==> src/rtl/uart_pkg.sv <==
// Shared definitions for the UART transmit path: state codes, default divider
// and a bounded-width parity helper.
package uart_pkg;

  localparam int unsigned DEFAULT_CLK_DIV = 5208;

  typedef logic [2:0] state_t;

  localparam state_t ST_IDLE   = 3'd0;
  localparam state_t ST_START  = 3'd1;
  localparam state_t ST_DATA   = 3'd2;
  localparam state_t ST_PARITY = 3'd3;
  localparam state_t ST_STOP   = 3'd4;

  // XOR of the low n bits of d; bits at or above n do not contribute.
  function automatic logic parity_n(input logic [7:0] d, input int n);
    logic p;
    p = 1'b0;
    for (int i = 0; i < 8; i++) begin
      if (i < n) p = p ^ d[i];
    end
    return p;
  endfunction

endpackage

==> src/rtl/uart_tx_frame_if.sv <==
// Byte handshake and serial-line bundle between a byte producer and the UART
// transmitter.
interface uart_tx_frame_if;
  logic [7:0] tx_data;
  logic       tx_valid;
  logic       tx_ready;
  logic       tx;
  logic       tx_busy;
  logic       tx_done;

  modport master (
    output tx_data, tx_valid,
    input  tx_ready, tx, tx_busy, tx_done
  );

  modport slave (
    input  tx_data, tx_valid,
    output tx_ready, tx, tx_busy, tx_done
  );
endinterface

==> src/rtl/uart_tx_bps.sv <==
// Bit-period counter for the transmitter; bit_end_o marks the last cycle of
// each bit rather than the bit centre used on the receive side.
module uart_tx_bps
  import uart_pkg::*;
#(
  parameter int unsigned CLK_DIV = DEFAULT_CLK_DIV
) (
  input  logic clk,
  input  logic rst_n,
  input  logic en_i,
  input  logic clr_i,
  output logic bit_end_o
);

  localparam int unsigned CNT_W = $clog2(CLK_DIV);
  localparam logic [CNT_W-1:0] LAST = CNT_W'(CLK_DIV - 1);

  logic [CNT_W-1:0] cnt_q, cnt_d;

  assign bit_end_o = en_i && (cnt_q == LAST);

  // Wrapping at bit_end is what clears the count on each state entry.
  always_comb begin
    cnt_d = cnt_q;
    if (clr_i) begin
      cnt_d = '0;
    end else if (en_i) begin
      cnt_d = bit_end_o ? '0 : cnt_q + CNT_W'(1);
    end
  end

  always_ff @(posedge clk or negedge rst_n) begin
    if (!rst_n) cnt_q <= '0;
    else        cnt_q <= cnt_d;
  end

endmodule

==> src/rtl/uart_tx_frame.sv <==
// UART transmitter: one byte per valid/ready handshake, serialised as
// start, LSB-first data, optional parity and stop bits on a registered line.
module uart_tx_frame
  import uart_pkg::*;
#(
  parameter int unsigned CLK_DIV    = DEFAULT_CLK_DIV,
  parameter int unsigned DATA_BITS  = 8,
  parameter int unsigned PARITY_EN  = 0,
  parameter int unsigned PARITY_ODD = 0,
  parameter int unsigned STOP_BITS  = 1
) (
  input  logic clk,
  input  logic rst_n,
  uart_tx_frame_if.slave bus
);

  localparam logic [2:0] LAST_IDX  = 3'(DATA_BITS - 1);
  localparam logic       LAST_STOP = 1'(STOP_BITS - 1);

  state_t     state_q, state_d;
  logic [7:0] shift_q, shift_d;
  logic [2:0] idx_q, idx_d;
  logic       stop_idx_q, stop_idx_d;
  logic       par_q, par_d;
  logic       tx_q, tx_d;
  logic       ready_q, ready_d;
  logic       busy_q, busy_d;
  logic       done_q, done_d;
  logic       bit_end;
  logic       accept;

  assign accept = bus.tx_valid && ready_q;

  uart_tx_bps #(.CLK_DIV(CLK_DIV)) u_bps (
    .clk       (clk),
    .rst_n     (rst_n),
    .en_i      (state_q != ST_IDLE),
    .clr_i     (state_q == ST_IDLE),
    .bit_end_o (bit_end)
  );

  // tx_d always carries the line level of the bit being entered, so the
  // registered output lines up with the state change.
  always_comb begin
    state_d    = state_q;
    shift_d    = shift_q;
    idx_d      = idx_q;
    stop_idx_d = stop_idx_q;
    par_d      = par_q;
    tx_d       = tx_q;
    ready_d    = ready_q;
    busy_d     = busy_q;
    done_d     = 1'b0;
    case (state_q)
      ST_IDLE: begin
        ready_d = 1'b1;
        tx_d    = 1'b1;
        if (accept) begin
          state_d    = ST_START;
          shift_d    = bus.tx_data;
          par_d      = parity_n(bus.tx_data, int'(DATA_BITS)) ^ (PARITY_ODD != 0);
          idx_d      = 3'd0;
          stop_idx_d = 1'b0;
          tx_d       = 1'b0;
          ready_d    = 1'b0;
          busy_d     = 1'b1;
        end
      end
      ST_START: begin
        if (bit_end) begin
          state_d = ST_DATA;
          idx_d   = 3'd0;
          tx_d    = shift_q[0];
        end
      end
      ST_DATA: begin
        if (bit_end) begin
          shift_d = shift_q >> 1;
          if (idx_q == LAST_IDX) begin
            if (PARITY_EN != 0) begin
              state_d = ST_PARITY;
              tx_d    = par_q;
            end else begin
              state_d = ST_STOP;
              tx_d    = 1'b1;
            end
          end else begin
            idx_d = idx_q + 3'd1;
            tx_d  = shift_q[1];
          end
        end
      end
      ST_PARITY: begin
        if (bit_end) begin
          state_d = ST_STOP;
          tx_d    = 1'b1;
        end
      end
      ST_STOP: begin
        tx_d = 1'b1;
        if (bit_end) begin
          if (stop_idx_q == LAST_STOP) begin
            state_d = ST_IDLE;
            done_d  = 1'b1;
            ready_d = 1'b1;
            busy_d  = 1'b0;
          end else begin
            stop_idx_d = 1'b1;
          end
        end
      end
      default: begin
        state_d = ST_IDLE;
        tx_d    = 1'b1;
        ready_d = 1'b0;
        busy_d  = 1'b0;
      end
    endcase
  end

  always_ff @(posedge clk or negedge rst_n) begin
    if (!rst_n) begin
      state_q    <= ST_IDLE;
      shift_q    <= '0;
      idx_q      <= '0;
      stop_idx_q <= 1'b0;
      par_q      <= 1'b0;
      tx_q       <= 1'b1;
      ready_q    <= 1'b0;
      busy_q     <= 1'b0;
      done_q     <= 1'b0;
    end else begin
      state_q    <= state_d;
      shift_q    <= shift_d;
      idx_q      <= idx_d;
      stop_idx_q <= stop_idx_d;
      par_q      <= par_d;
      tx_q       <= tx_d;
      ready_q    <= ready_d;
      busy_q     <= busy_d;
      done_q     <= done_d;
    end
  end

  assign bus.tx       = tx_q;
  assign bus.tx_ready = ready_q;
  assign bus.tx_busy  = busy_q;
  assign bus.tx_done  = done_q;

endmodule
==> src/flat_wrapper.sv <==
// flat-port wrapper written by rule: the top's interface ports become plain ports
module uart_tx_frame_flat import uart_pkg::*;
#(
  parameter int unsigned CLK_DIV    = DEFAULT_CLK_DIV,
  parameter int unsigned DATA_BITS  = 8,
  parameter int unsigned PARITY_EN  = 0,
  parameter int unsigned PARITY_ODD = 0,
  parameter int unsigned STOP_BITS  = 1
)
  (clk, rst_n, bus_tx_data, bus_tx_valid, bus_tx_ready, bus_tx, bus_tx_busy, bus_tx_done);
  uart_tx_frame_if bus_i ();
  input  logic clk;
  input  logic rst_n;
  input wire logic [$bits(bus_i.tx_data)-1:0] bus_tx_data;
  input wire logic [$bits(bus_i.tx_valid)-1:0] bus_tx_valid;
  output wire logic [$bits(bus_i.tx_ready)-1:0] bus_tx_ready;
  output wire logic [$bits(bus_i.tx)-1:0] bus_tx;
  output wire logic [$bits(bus_i.tx_busy)-1:0] bus_tx_busy;
  output wire logic [$bits(bus_i.tx_done)-1:0] bus_tx_done;
  assign bus_i.tx_data = bus_tx_data;
  assign bus_i.tx_valid = bus_tx_valid;
  assign bus_tx_ready = bus_i.tx_ready;
  assign bus_tx = bus_i.tx;
  assign bus_tx_busy = bus_i.tx_busy;
  assign bus_tx_done = bus_i.tx_done;
  uart_tx_frame #(.CLK_DIV(CLK_DIV), .DATA_BITS(DATA_BITS), .PARITY_EN(PARITY_EN), .PARITY_ODD(PARITY_ODD), .STOP_BITS(STOP_BITS)) u_core (.clk(clk), .rst_n(rst_n), .bus(bus_i));
endmodule
==> config.mk <==
export PLATFORM = sky130hd
export DESIGN_NAME = uart_tx_frame_flat
export DESIGN_NICKNAME = d
export VERILOG_FILES = /design/src/rtl/uart_pkg.sv /design/src/rtl/uart_tx_frame_if.sv /design/src/rtl/uart_tx_bps.sv /design/src/rtl/uart_tx_frame.sv /design/src/flat_wrapper.sv
export SDC_FILE = /design/constraint.sdc
export NUM_CORES = 1
export LEC_CHECK = 0
export CAP_MARGIN = 10
export CORE_ASPECT_RATIO = 0.5
export CORE_UTILIZATION = 34
export CTS_CLUSTER_SIZE = 8
export DETAILED_ROUTE_END_ITERATION = 8
export PLACE_DENSITY = 0.52
export SYNTH_ARGS = -nofsm -noshare
export SYNTH_HDL_FRONTEND = slang
export SYNTH_SLANG_ARGS = --single-unit
==> constraint.sdc <==
create_clock -name clk -period 1.85 [get_ports clk]
set_input_delay 0.4625 -clock clk [delete_from_list [all_inputs] [get_ports clk]]
set_output_delay 0.4625 -clock clk [all_outputs]
set_load 0.005 [all_outputs]
* After elaboration in Yosys (flattened, before gate mapping) *
Index checks and enable logic that the tools add are counted.
Widths: inputs -> output; s select.

cells by class
  $add $sub $neg = 2
  equal/unequal tests = 14
  multiplexer cells = 39
  bitwise gates (word level) = 1
  reduce and logical (&&, ||, !) cells = 16

operators with widths
  kind                   number
  $mux 13                3
  $mux 3                 11
  $mux 1                 16
  $mux 8                 2
  $pmux 8 s2             1
  $pmux 3 s5             1
  $add 13x1->13 const B  1
  $eq 13x13->1 const B   1
  $ne 2x2->1 const B     6
  $reduce_and 3->1       4
  $pmux 3 s3             1
  $reduce_and 7->1       1
  $eq 3x2->1 const B     2
  $eq 3x3->1 const B     2
  $pmux 1 s3             2
  $reduce_bool 2->1      3
  $reduce_bool 3->1      2
  $reduce_and 5->1       1
  $ne 2x1->1 const B     2
  $pmux 1 s4             1
  $reduce_and 4->1       1
  $add 3x1->3 const B    1
  $eq 3x1->1 const B     1
  $logic_not 3->1        1
  other kinds (4)        5

word-level totals
  register bits = 32
  input bits = 11
  output and inout port bits = 4
  logic and storage cells = 81

* Longest topological paths before layout *
Gate-level depths: netlist of the first run.

  word-level depth = 5
  mapped depth = 6
  gate-level depth less buffers = 6

* Hierarchy *
From an unflattened synthesis of the first run, not the netlist that was laid out.

unflattened totals
  cells, all modules = 167
  area, all modules = 1702.9 um^2

by module, submodules not included
  module         instances  cells an instance  area an instance (um^2)  sequential area each (um^2)
  uart_tx_frame  1          92                 957.2                    451.7
  uart_tx_bps    1          75                 745.7                    325.3

* Least setup slack after synthesis of the first run *
OpenSTA, ideal clock, no wires.

  path kind = register -> register
  start point = reg u_core.u_bps.cnt_q[0]
  end point = reg u_core.shift_q[0]
  setup time = 0.125 ns
  data arrival time = 1.671 ns
  data required time = 1.725 ns
  setup slack = 0.054 ns
  stages on the path, launching flop included = 7
  buffers on the path = 1
  clock period less this slack = 1.796 ns
  cell sequence = dfrtp_1 ha_1 nor4b_4 a31o_2 o211a_1 buf_6 mux2_4

on the way
  cells in the longest elaborated chain, start to end = 4

ends and longest elaborated chain
  item                               line                  source
  from (decl)                        uart_tx_bps.sv:18     logic [CNT_W-1:0] cnt_q, cnt_d;
  from (signal assigned)             uart_tx_bps.sv:34     else cnt_q <= cnt_d;
  $eq 13x13->1                       uart_tx_bps.sv:20     assign bit_end_o = en_i && (cnt_q == LAST);
  $logic_and 1x1->1                  uart_tx_bps.sv:20
  $ne 2x2->1 (no source line)        -
  $reduce_and 3->1 (no source line)  -
  to (signal assigned)               uart_tx_frame.sv:134  shift_q <= shift_d;
  to (decl)                          uart_tx_frame.sv:21   logic [7:0] shift_q, shift_d;

No other way between the ends.
A chain may end at the register's enable or synchronous reset.

* Worst setup path in the final report of the first run *
  start point = reg u_core.idx_q[0]
  end point = reg u_core.idx_q[0]

on the way
  cells in the longest elaborated chain, start to end = 4
  elaborated cells on any way between the ends = 7
  those cells by class = 1 x add/sub; 2 x eq/ne; 3 x mux; 1 x reduce/logical

ends and longest elaborated chain
  item                    line                  source
  from (decl)             uart_tx_frame.sv:22   logic [2:0] idx_q, idx_d;
  from (signal assigned)  uart_tx_frame.sv:135  idx_q <= idx_d;
  $add 3x1->3             uart_tx_frame.sv:88   idx_d = idx_q + 3'd1;
  $mux 3                  uart_tx_frame.sv:79   if (idx_q == LAST_IDX) begin
  $mux 3                  uart_tx_frame.sv:77   if (bit_end) begin
  $pmux 3 s3              uart_tx_frame.sv:54   case (state_q)

Parallel ways exist; a longest one is shown, timed or not. The select of a mux whose other input is x is not followed.

==> reports/results.txt, run 1 <==
Synth top area cells: dfrtp_1 (46%), mux2_4 (7.3%), mux2_2 (5.5%)
Tmin final: 1790 ps
Status: finished clean
Synth unique cells: 35
Worst path cell trace: ha_1, ha_1, or2_4, a221oi_2, o21ai_2, mux2_4
N_diodes: 0
Max Slew Vio Count: 0
Layout Skew: 3.66 ps
Syn Area/Cell: 11.0 um2
Die H: 51.1 um
P_leak: 0.899 nW
Port buffer count: 14
Most common cell in the netlist: dfrtp_1
Setup-failing EPs final: 0
Final ANT Viol Nets: 0
Main flop type after synthesis: dfrtp_1
Worst setup path class: register to register
M1 GR Usage: 0.175
R2r worst-path depth: 6
Worst slew pin tran: 345 ps
Post-synth top area cell: dfrtp_1
Max-cap violation count: 0
Placed cells: 242
Synthesized Nets: 163
Min-delay src: u_core.shift_q[5]$_DFFE_PN0P_
Slew HR: 0.768
Commonest cells in the synthesized netlist: dfrtp_1 (30), nor2_1 (17)
CP peak stage delay: 400 ps
Clock Tree Root: clkbuf_8
Die ar.: 5120 um2
GRT overflow: 0
Arrival @ worst endpoint: 1950 ps
Clk sinks: 31
Routability cong.: 0.755
Asr flop ratio synth: 1.00
Total number of vias: 1214
Met3 usage: 0.0479
Dpl hpwl: 2210 um
Yosys warnings: 0
Drt total wl: 3150 um
Met2 Use GR: 0.232
Final Core Density: 0.465
RSZ-0062 raised after global routing: false
Routed wire per std cell: 12.6 um
F_max: 560 MHz
Largest net degree at the start of global routing: 32
Initial antenna violation count: 0
Reg-to-reg endpoint: u_core.idx_q[0]$_DFFE_PN0P_
Post-synth EDFFs: 0
Critical Path Most Common Cell: ha_1
GRT Max-Usage Layer: met2
Post-synthesis sequential area ratio: 0.474
Crit path max fanout: 3
Vias per cell: 4.86
Clk buf depth: 2
Placed inst area: 1990 um2
Chip Width: 100 um
First-pass DRT Iterations: 4
Synth Cell Area: 1640 um2
Worst-skew pair later-pin latency: 280 ps
Data required, critical path: 2020 ps
Final net count: 197
VDD IR-drop max: 0.298 mV
Startpoint Class: register
Final cell count without fillers: 250
Final worst setup slack: 64.3 ps
R2r startpoint: u_core.idx_q[0]$_DFFE_PN0P_
Syn Inst Count: 149
DRC viols: 0
First-pass GRT wire length: 5490 um
Pwr dens: 1040 nW/um2
Number of synthesized register bits: 31
Reg-to-reg slack, setup: 60 ps
Hold EP: u_core.shift_q[5]$_DFFE_PN0P_
Share of cells above drive strength 1: 0.266
CTS tree: built
Fin. Hold Viols: 0
Critical Path Sink Type: register
Setup WS pre-CTS: -49.1 ps
Fin crit share: 0.965
Final instance area: 2100 um2
Total track usage: 0.140
Iteration-0 DRC Markers: 14
Share of the synthesized area in the top cell type: 0.458
Slowest cell on the critical path: dfrtp_1
P&R area growth vs syn: 28.0%
Vias in the first global route: 1207
Clock-pin slew on the worst setup and hold paths: 60 ps
HP Class: register to register
H-Tree Level Count: 2
Core box area: 4510 um2
I/O Pins: 15
CTS Buf Count: 5
Row cnt: 17
Initial core utilization: 0.363
WHS: 512 ps
Hold Path Stages: 1
## repair_timing
| item | 4_1_cts | 5_1_grt |
|---|---|---|
| hold buffers | 0 | 0 |
| pin swaps | 0 | 1 |
| setup endpoints to repair | 1 | 3 |
| gates cloned | 0 | 0 |
| setup buffers | 0 | 0 |
| resized for setup | 1 | 1 |
## cells in the final DEF, fill, tap and decap left out, types with 3 or more instances in the layout
| master | netlist | final |
|---|---|---|
| o21ai_0 | 8 | 8 |
| or3_1 | 4 | 4 |
| buf_4 | 0 | 16 |
| nor4_1 | 3 | 3 |
| mux2_2 | 8 | 8 |
| nor2_1 | 17 | 17 |
| mux2_4 | 8 | 8 |
| clkdlybuf4s50_1 | 0 | 14 |
| xnor2_1 | 7 | 7 |
| o22ai_1 | 3 | 3 |
| ha_1 | 3 | 3 |
| dfrtp_1 | 30 | 30 |
| inv_1 | 7 | 7 |
| nand2_1 | 6 | 6 |
| nand3_1 | 8 | 8 |
| a21oi_1 | 6 | 6 |
| clkbuf_8 | 0 | 7 |
## critical path: cells and delay by family (launching register included)
kind / cells / cell delay, ps
flip-flops: 1 / 400
adder cells (fa/ha/maj): 2 / 400
AO/OA/AOI/OAI: 2 / 370
multiplexers: 1 / 260
AND/OR/NAND/NOR: 1 / 240
## layer usage
layer | vias up | wire [um]
li1 | 603 | -
met1 | 590 | 1580
met2 | 16 | 1420
met3 | 5 | 120
met4 | 0 | 29
met5 | - | 0
## registers in the layout, indices dropped and copies added, names as in the netlist
register,flops
u_core.u_bps.cnt_q,13
u_core.bus.tx_busy,1
u_core.idx_q,3
u_core.bus.tx_ready,1
u_core.shift_q,8
u_core.state_q,3
u_core.bus.tx_done,1
u_core.bus.tx,1
## metrics by stage
stage               total power, mW  setup TNS [ps]
detailed placement             1.62            -299
global route                   2.34               0
finish                         2.19               0
floorplan                      1.35               0
global placement               1.61            -144
CTS                            2.22               0
## cell type report
class | count | area (um2)
inverters | 7 | 26.3
multi-input cells | 106 | 812
flip-flops and latches | 31 | 777
well taps | 66 | 82.6
clock buffers | 8 | 100
fillers | 435 | 2410
repair buffers | 32 | 300
## worst max path at each step
stage,slack (ps),from,end,cells after the start
final,60,u_core.idx_q[0]$_DFFE_PN0P_,u_core.idx_q[0]$_DFFE_PN0P_,6
after global routing,6,u_core.idx_q[0]$_DFFE_PN0P_,u_core.idx_q[0]$_DFFE_PN0P_,6
after CTS,2,u_core.idx_q[0]$_DFFE_PN0P_,u_core.idx_q[0]$_DFFE_PN0P_,6
after detailed placement,-50,bus_tx_valid,u_core.shift_q[3]$_DFFE_PN0P_,6
after global placement,-20,bus_tx_valid,u_core.shift_q[2]$_DFFE_PN0P_,6
after floorplan,50,u_core.u_bps.cnt_q[0]$_DFF_PN0_,u_core.shift_q[0]$_DFFE_PN0P_,6
## kinds of logic after synthesis
family                     share of synthesized area
AOI/OAI and AO/OA                             0.0985
and+or+nand+nor                                0.194
xor gates and xnor gates                      0.0481
buffers and inverters                         0.0343
DFF                                            0.474
adders and majority gates                     0.0229
muxes                                          0.128
## where the power goes
part,switching (mW),internal [mW]
combinational,0.261,0.382
clock,0.244,0.339
sequential,0.123,0.841
total,0.628,1.56
No activity file was read; power rests on OpenSTA's default activity.
==> run 2: changes to the inputs <==
Settings changed: REMOVE_ABC_BUFFERS set to 1.
==> reports/results.txt, run 2 (same netlist as run 1, synthesis figures left out) <==
Fin. Hold Viols: 0 (unchanged)
Critical Path Sink Type: register (unchanged)
H-Tree Level Count: 2 (unchanged)
Layout Skew: 5.43 ps (was 3.66 ps)
Die H: 51.1 um (unchanged)
Die ar.: 5120 um2 (unchanged)
Max reg flops: 13 (unchanged)
CP top delay family: flip-flops (unchanged)
Vias per cell: 4.75 (was 4.86)
Top flop regs: u_core.u_bps.cnt_q: 13 flops, u_core.shift_q: 8 flops (unchanged)
Commonest non-fill, non-tap cells in the layout: dfrtp_1 (30), buf_4 (23), nor2_1 (17) (was dfrtp_1 (30), nor2_1 (17), buf_4 (16))
Max Slew Vio Count: 0 (unchanged)
VDD IR-drop max: 0.340 mV (was 0.298 mV)
Clk sinks: 31 (unchanged)
Pwr dens: 1040 nW/um2 (about the same)
Iteration-0 DRC Markers: 33 (was 14)
Chip Width: 100 um (unchanged)
Worst path cell trace: nor4b_4, a31o_2, o211a_1, buf_4, mux2_4 (was ha_1, ha_1, or2_4, a221oi_2, o21ai_2, mux2_4)
Final cell count without fillers: 256 (was 250)
Final net count: 203 (was 197)
First-pass GRT wire length: 5700 um (was 5490 um)
Worst slew pin tran: 457 ps (was 345 ps)
Setup-failing EPs final: 0 (unchanged)
Initial core utilization: 0.363 (unchanged)
Port buffer count: 14 (unchanged)
Final worst setup slack: 72.3 ps (was 64.3 ps)
CTS Buf Count: 5 (unchanged)
Status: finished clean (unchanged)
Routability cong.: 0.784 (was 0.755)
Largest Register: u_core.u_bps.cnt_q (unchanged)
Dpl hpwl: 2460 um (was 2210 um)
HP Class: input port to async pin (was register to register)
I/O Pins: 15 (unchanged)
Max-cap violation count: 0 (unchanged)
Final ANT Viol Nets: 0 (unchanged)
Slew HR: 0.695 (was 0.768)
Placed cells: 247 (was 242)
Tmin final: 1780 ps (was 1790 ps)
DRC viols: 0 (unchanged)
N_diodes: 0 (unchanged)
Arrival @ worst endpoint: 1940 ps (was 1950 ps)
Commonest non-fill, non-tap cell in the layout: dfrtp_1 (unchanged)
Slowest cell on the critical path: dfrtp_1 (unchanged)
Clock-pin slew on the worst setup and hold paths: 70 ps (was 60 ps)
P&R area growth vs syn: 30.3% (was 28.0%)
Total number of vias: 1217 (was 1214)
Worst path bufs/invs: 1 (was 0)
Crit path max fanout: 5 (was 3)
F_max: 563 MHz (was 560 MHz)
Startpoint Class: register (unchanged)
Clock Tree Root: clkbuf_8 (unchanged)
Row cnt: 17 (unchanged)
Data required, critical path: 2010 ps (was 2020 ps)
First-pass DRT Iterations: 4 (unchanged)
GRT overflow: 0 (unchanged)
CTS tree: built (unchanged)
Vias in the first global route: 1202 (was 1207)
Fin crit share: 0.961 (was 0.965)
Worst-skew pair later-pin latency: 280 ps (about the same)
Worst setup path class: register to register (unchanged)
Setup WS pre-CTS: -45.3 ps (was -49.1 ps)
Clk buf depth: 2 (unchanged)
RSZ-0062 raised after global routing: false (unchanged)
P_leak: 0.922 nW (was 0.899 nW)
Core box area: 4510 um2 (unchanged)
CTS Hold Buffers Added: 0 (unchanged)
Reg-to-reg slack, setup: 70 ps (was 60 ps)
CP peak stage delay: 430 ps (was 400 ps)
Share of cells above drive strength 1: 0.300 (was 0.266)
Drt total wl: 3310 um (was 3150 um)
Total track usage: 0.146 (was 0.140)
Routed wire per std cell: 12.9 um (was 12.6 um)
Largest net degree at the start of global routing: 24 (was 32)
Initial antenna violation count: 0 (unchanged)
==> run 2: cell types whose count changed in the layout (fill, tap and decap cells not counted), sizes merged <==
| cell | previous run | this run |
|---|---|---|
| buf | 18 | 24 |
==> run 2: layer usage <==
metal	GRT usage	vias to the layer above	wire length, um
met5	0	-	0
met1	0.196	571	1680
li1	-	614	-
met3	0.0424	7	136
met4	0.0507	0	40
met2	0.227	25	1450
==> run 2: power by group <==
group / internal (mW) / switching, mW / total, mW
Combinational: 0.395 / 0.271 / 0.666
Clock: 0.339 / 0.243 / 0.582
Sequential: 0.841 / 0.125 / 0.967
==> run 2: worst reg2reg max path, stage by stage (launching register included) <==
cell,delay (ps)
dfrtp_1,430
nor4b_4,370
a31o_2,240
o211a_1,170
buf_4,150
mux2_4,300
==> run 2: worst paths after layout <==
kind	startpoint	to	cells after the start
setup / recovery	u_core.u_bps.cnt_q[7]$_DFF_PN0_	u_core.shift_q[2]$_DFFE_PN0P_	5
hold / removal	rst_n	u_core.bus.tx_ready$_DFFE_PN0P_	1
setup reg to reg	u_core.u_bps.cnt_q[7]$_DFF_PN0_	u_core.shift_q[2]$_DFFE_PN0P_	5
hold reg to reg	u_core.idx_q[2]$_DFFE_PN0P_	u_core.idx_q[2]$_DFFE_PN0P_	1
max in group asynchronous	rst_n	u_core.u_bps.cnt_q[8]$_DFF_PN0_	2
min in group clk	u_core.idx_q[2]$_DFFE_PN0P_	u_core.idx_q[2]$_DFFE_PN0P_	1
==> run 2: layout make-up <==
type | count | area, um2
Clock buffer | 8 | 100
Fill cell | 435 | 2370
Inverter | 7 | 26.3
Multi-Input combinational cell | 106 | 817
Sequential cell | 31 | 777
Tap cell | 66 | 82.6
Timing Repair Buffer | 38 | 333
==> run 2: repair_timing <==
action | CTS | global route
resized for setup | 0 | 4
endpoints found under the hold margin | 0 | 0
setup buffers | 0 | 1
endpoints found under the setup margin | 0 | 10
==> run 2: stage by stage <==
stage | total power, mW | cell area, um2 | setup TNS (ps) | utilization | hold WS (ps)
finish | 2.21 | 2140 | 0 | 0.474 | 495
global route | 2.36 | 2140 | 0 | 0.474 | 527
CTS | 2.22 | 2120 | 0 | 0.469 | 504
detailed placement | 1.63 | 2020 | -351 | 0.447 | 501
global placement | 1.62 | 2020 | -225 | 0.447 | 495
floorplan | 1.34 | 1610 | -1160 | - | 167
==> run 3: changes to the inputs <==
--- a/constraint.sdc
+++ b/constraint.sdc
@@ -3,2 +3,2 @@
 set_output_delay 0.4625 -clock clk [all_outputs]
-set_load 0.005 [all_outputs]
+set_load 0.05 [all_outputs]
==> reports/results.txt, run 3 (same netlist as run 1, synthesis figures left out) <==
Status: finished clean (unchanged)
Data required, critical path: 2010 ps (about the same)
DRC viols: 0 (unchanged)
Startpoint Class: register (unchanged)
Slew HR: 0.689 (was 0.695)
Final net count: 205 (was 203)
Final instance area: 2150 um2 (was 2140 um2)
Die ar.: 5120 um2 (unchanged)
Drt total wl: 3320 um (was 3310 um)
Multi-input gate area: 822 um2 (was 817 um2)
Fin. Hold Viols: 0 (unchanged)
Arrival @ worst endpoint: 1920 ps (was 1940 ps)
Worst-skew pair later-pin latency: 280 ps (about the same)
Row cnt: 17 (unchanged)
Total power: 2.25 mW (was 2.21 mW)
Max reg flops: 13 (unchanged)
Worst path cell trace: ha_2, ha_2, or2_2, a221oi_2, o21ai_2, mux2_4 (was nor4b_4, a31o_2, o211a_1, buf_4, mux2_4)
Max-cap violation count: 0 (unchanged)
Placed inst area: 2040 um2 (was 2020 um2)
Reg-to-reg slack, setup: 90 ps (was 70 ps)
CP top delay family: flip-flops (unchanged)
Worst setup path class: register to register (unchanged)
Total number of vias: 1228 (was 1217)
Max Slew Vio Count: 0 (unchanged)
Setup WS pre-CTS: -162 ps (was -45.3 ps)
First-pass DRT Iterations: 4 (unchanged)
Die H: 51.1 um (unchanged)
Share of cells above drive strength 1: 0.335 (was 0.300)
Commonest non-fill, non-tap cells in the layout: dfrtp_1 (30), buf_4 (28), nor2_1 (17) (was dfrtp_1 (30), buf_4 (23), nor2_1 (17))
Top flop regs: u_core.u_bps.cnt_q: 13 flops, u_core.shift_q: 8 flops (unchanged)
Placed cells: 250 (was 247)
P&R area growth vs syn: 30.9% (was 30.3%)
CTS Buf Count: 5 (unchanged)
Clk buf depth: 2 (unchanged)
Core box area: 4510 um2 (unchanged)
Final Core Density: 0.476 (was 0.474)
Final worst setup slack: 87.9 ps (was 72.3 ps)
Final ANT Viol Nets: 0 (unchanged)
Port buffer count: 14 (unchanged)
HP Class: input port to async pin (unchanged)
Initial antenna violation count: 0 (unchanged)
Routability cong.: 0.754 (was 0.784)
Tmin final: 1760 ps (was 1780 ps)
Post-CTS Setup Inserts: 0 (unchanged)
Crit path max fanout: 3 (was 5)
Vias per cell: 4.78 (was 4.75)
GRT overflow: 0 (unchanged)
Vias in the first global route: 1126 (was 1202)
Critical Path Sink Type: register (unchanged)
Register area: 777 um2 (unchanged)
Iteration-0 DRC Markers: 30 (was 33)
Pwr dens: 1050 nW/um2 (was 1040 nW/um2)
Largest net degree at the start of global routing: 24 (unchanged)
N_diodes: 0 (unchanged)
I/O Pins: 15 (unchanged)
RSZ-0062 raised after global routing: false (unchanged)
First-pass GRT wire length: 5510 um (was 5700 um)
VDD IR-drop max: 0.402 mV (was 0.340 mV)
Clk sinks: 31 (unchanged)
Slowest cell on the critical path: dfrtp_1 (unchanged)
Worst slew pin tran: 466 ps (was 457 ps)
Final cell count without fillers: 257 (was 256)
Clock-pin slew on the worst setup and hold paths: 60 ps (was 70 ps)
CTS tree: built (unchanged)
Setup-failing EPs final: 0 (unchanged)
CTS Hold Buffers Added: 0 (unchanged)
Commonest non-fill, non-tap cell in the layout: dfrtp_1 (unchanged)
CP peak stage delay: 380 ps (was 430 ps)
Chip Width: 100 um (unchanged)
Largest Register: u_core.u_bps.cnt_q (unchanged)
Total track usage: 0.144 (was 0.146)
Layout Skew: 5.25 ps (was 5.43 ps)
Initial core utilization: 0.363 (unchanged)
P_leak: 0.932 nW (was 0.922 nW)
Fin crit share: 0.953 (was 0.961)
Fill cell count: 433 (was 435)
Clock Tree Root: clkbuf_8 (unchanged)
H-Tree Level Count: 2 (unchanged)
F_max: 567 MHz (was 563 MHz)
Worst path bufs/invs: 0 (was 1)
Routed wire per std cell: 12.9 um (about the same)
Dpl hpwl: 2420 um (was 2460 um)
Critical Path Most Common Cell: ha_2
==> run 3: report_power, final <==
part           total, mW  internal [mW]  switching (mW)
Sequential         0.957          0.842           0.116
Combinational      0.759          0.413           0.346
Clock              0.531          0.291           0.240
Total               2.25           1.55           0.701
==> run 3: worst paths after layout <==
check / from / to / depth (start not counted)
worst max-delay path: u_core.idx_q[0]$_DFFE_PN0P_ / u_core.idx_q[0]$_DFFE_PN0P_ / 6
worst min-delay path: rst_n / u_core.bus.tx_ready$_DFFE_PN0P_ / 1
worst max register to register: u_core.idx_q[0]$_DFFE_PN0P_ / u_core.idx_q[0]$_DFFE_PN0P_ / 6
worst min register to register: u_core.shift_q[3]$_DFFE_PN0P_ / u_core.shift_q[3]$_DFFE_PN0P_ / 1
max in group asynchronous: rst_n / u_core.u_bps.cnt_q[8]$_DFF_PN0_ / 2
min in group clk: u_core.shift_q[3]$_DFFE_PN0P_ / u_core.shift_q[3]$_DFFE_PN0P_ / 1
==> run 3: through the flow <==
step | TNS, ps | hold slack [ps]
after floorplan | -1160 | 167
after global placement | -1010 | 493
final | 0 | 503
after CTS | 0 | 510
after global routing | 0 | 517
after detailed placement | -1130 | 501
==> run 3: cell type report <==
type,count,share of cell area
inverters,7,0.0122
clock buffers,6,0.0385
multi-input cells,106,0.383
repair buffers,40,0.163
clock inverters,1,0.00233
well taps,66,0.0385
flip-flops and latches,31,0.362
==> run 3: routing by layer <==
layer | GRT usage | up-vias | wire, um
li1 | - | 620 | -
met1 | 0.196 | 583 | 1750
met2 | 0.217 | 22 | 1420
met3 | 0.0424 | 3 | 128
met4 | 0.0507 | 0 | 21
met5 | 0 | - | 0
==> run 3: what timing repair did <==
action,in CTS,in global routing
resized for setup,1,4
setup endpoints to repair,7,10
pin swaps,0,1
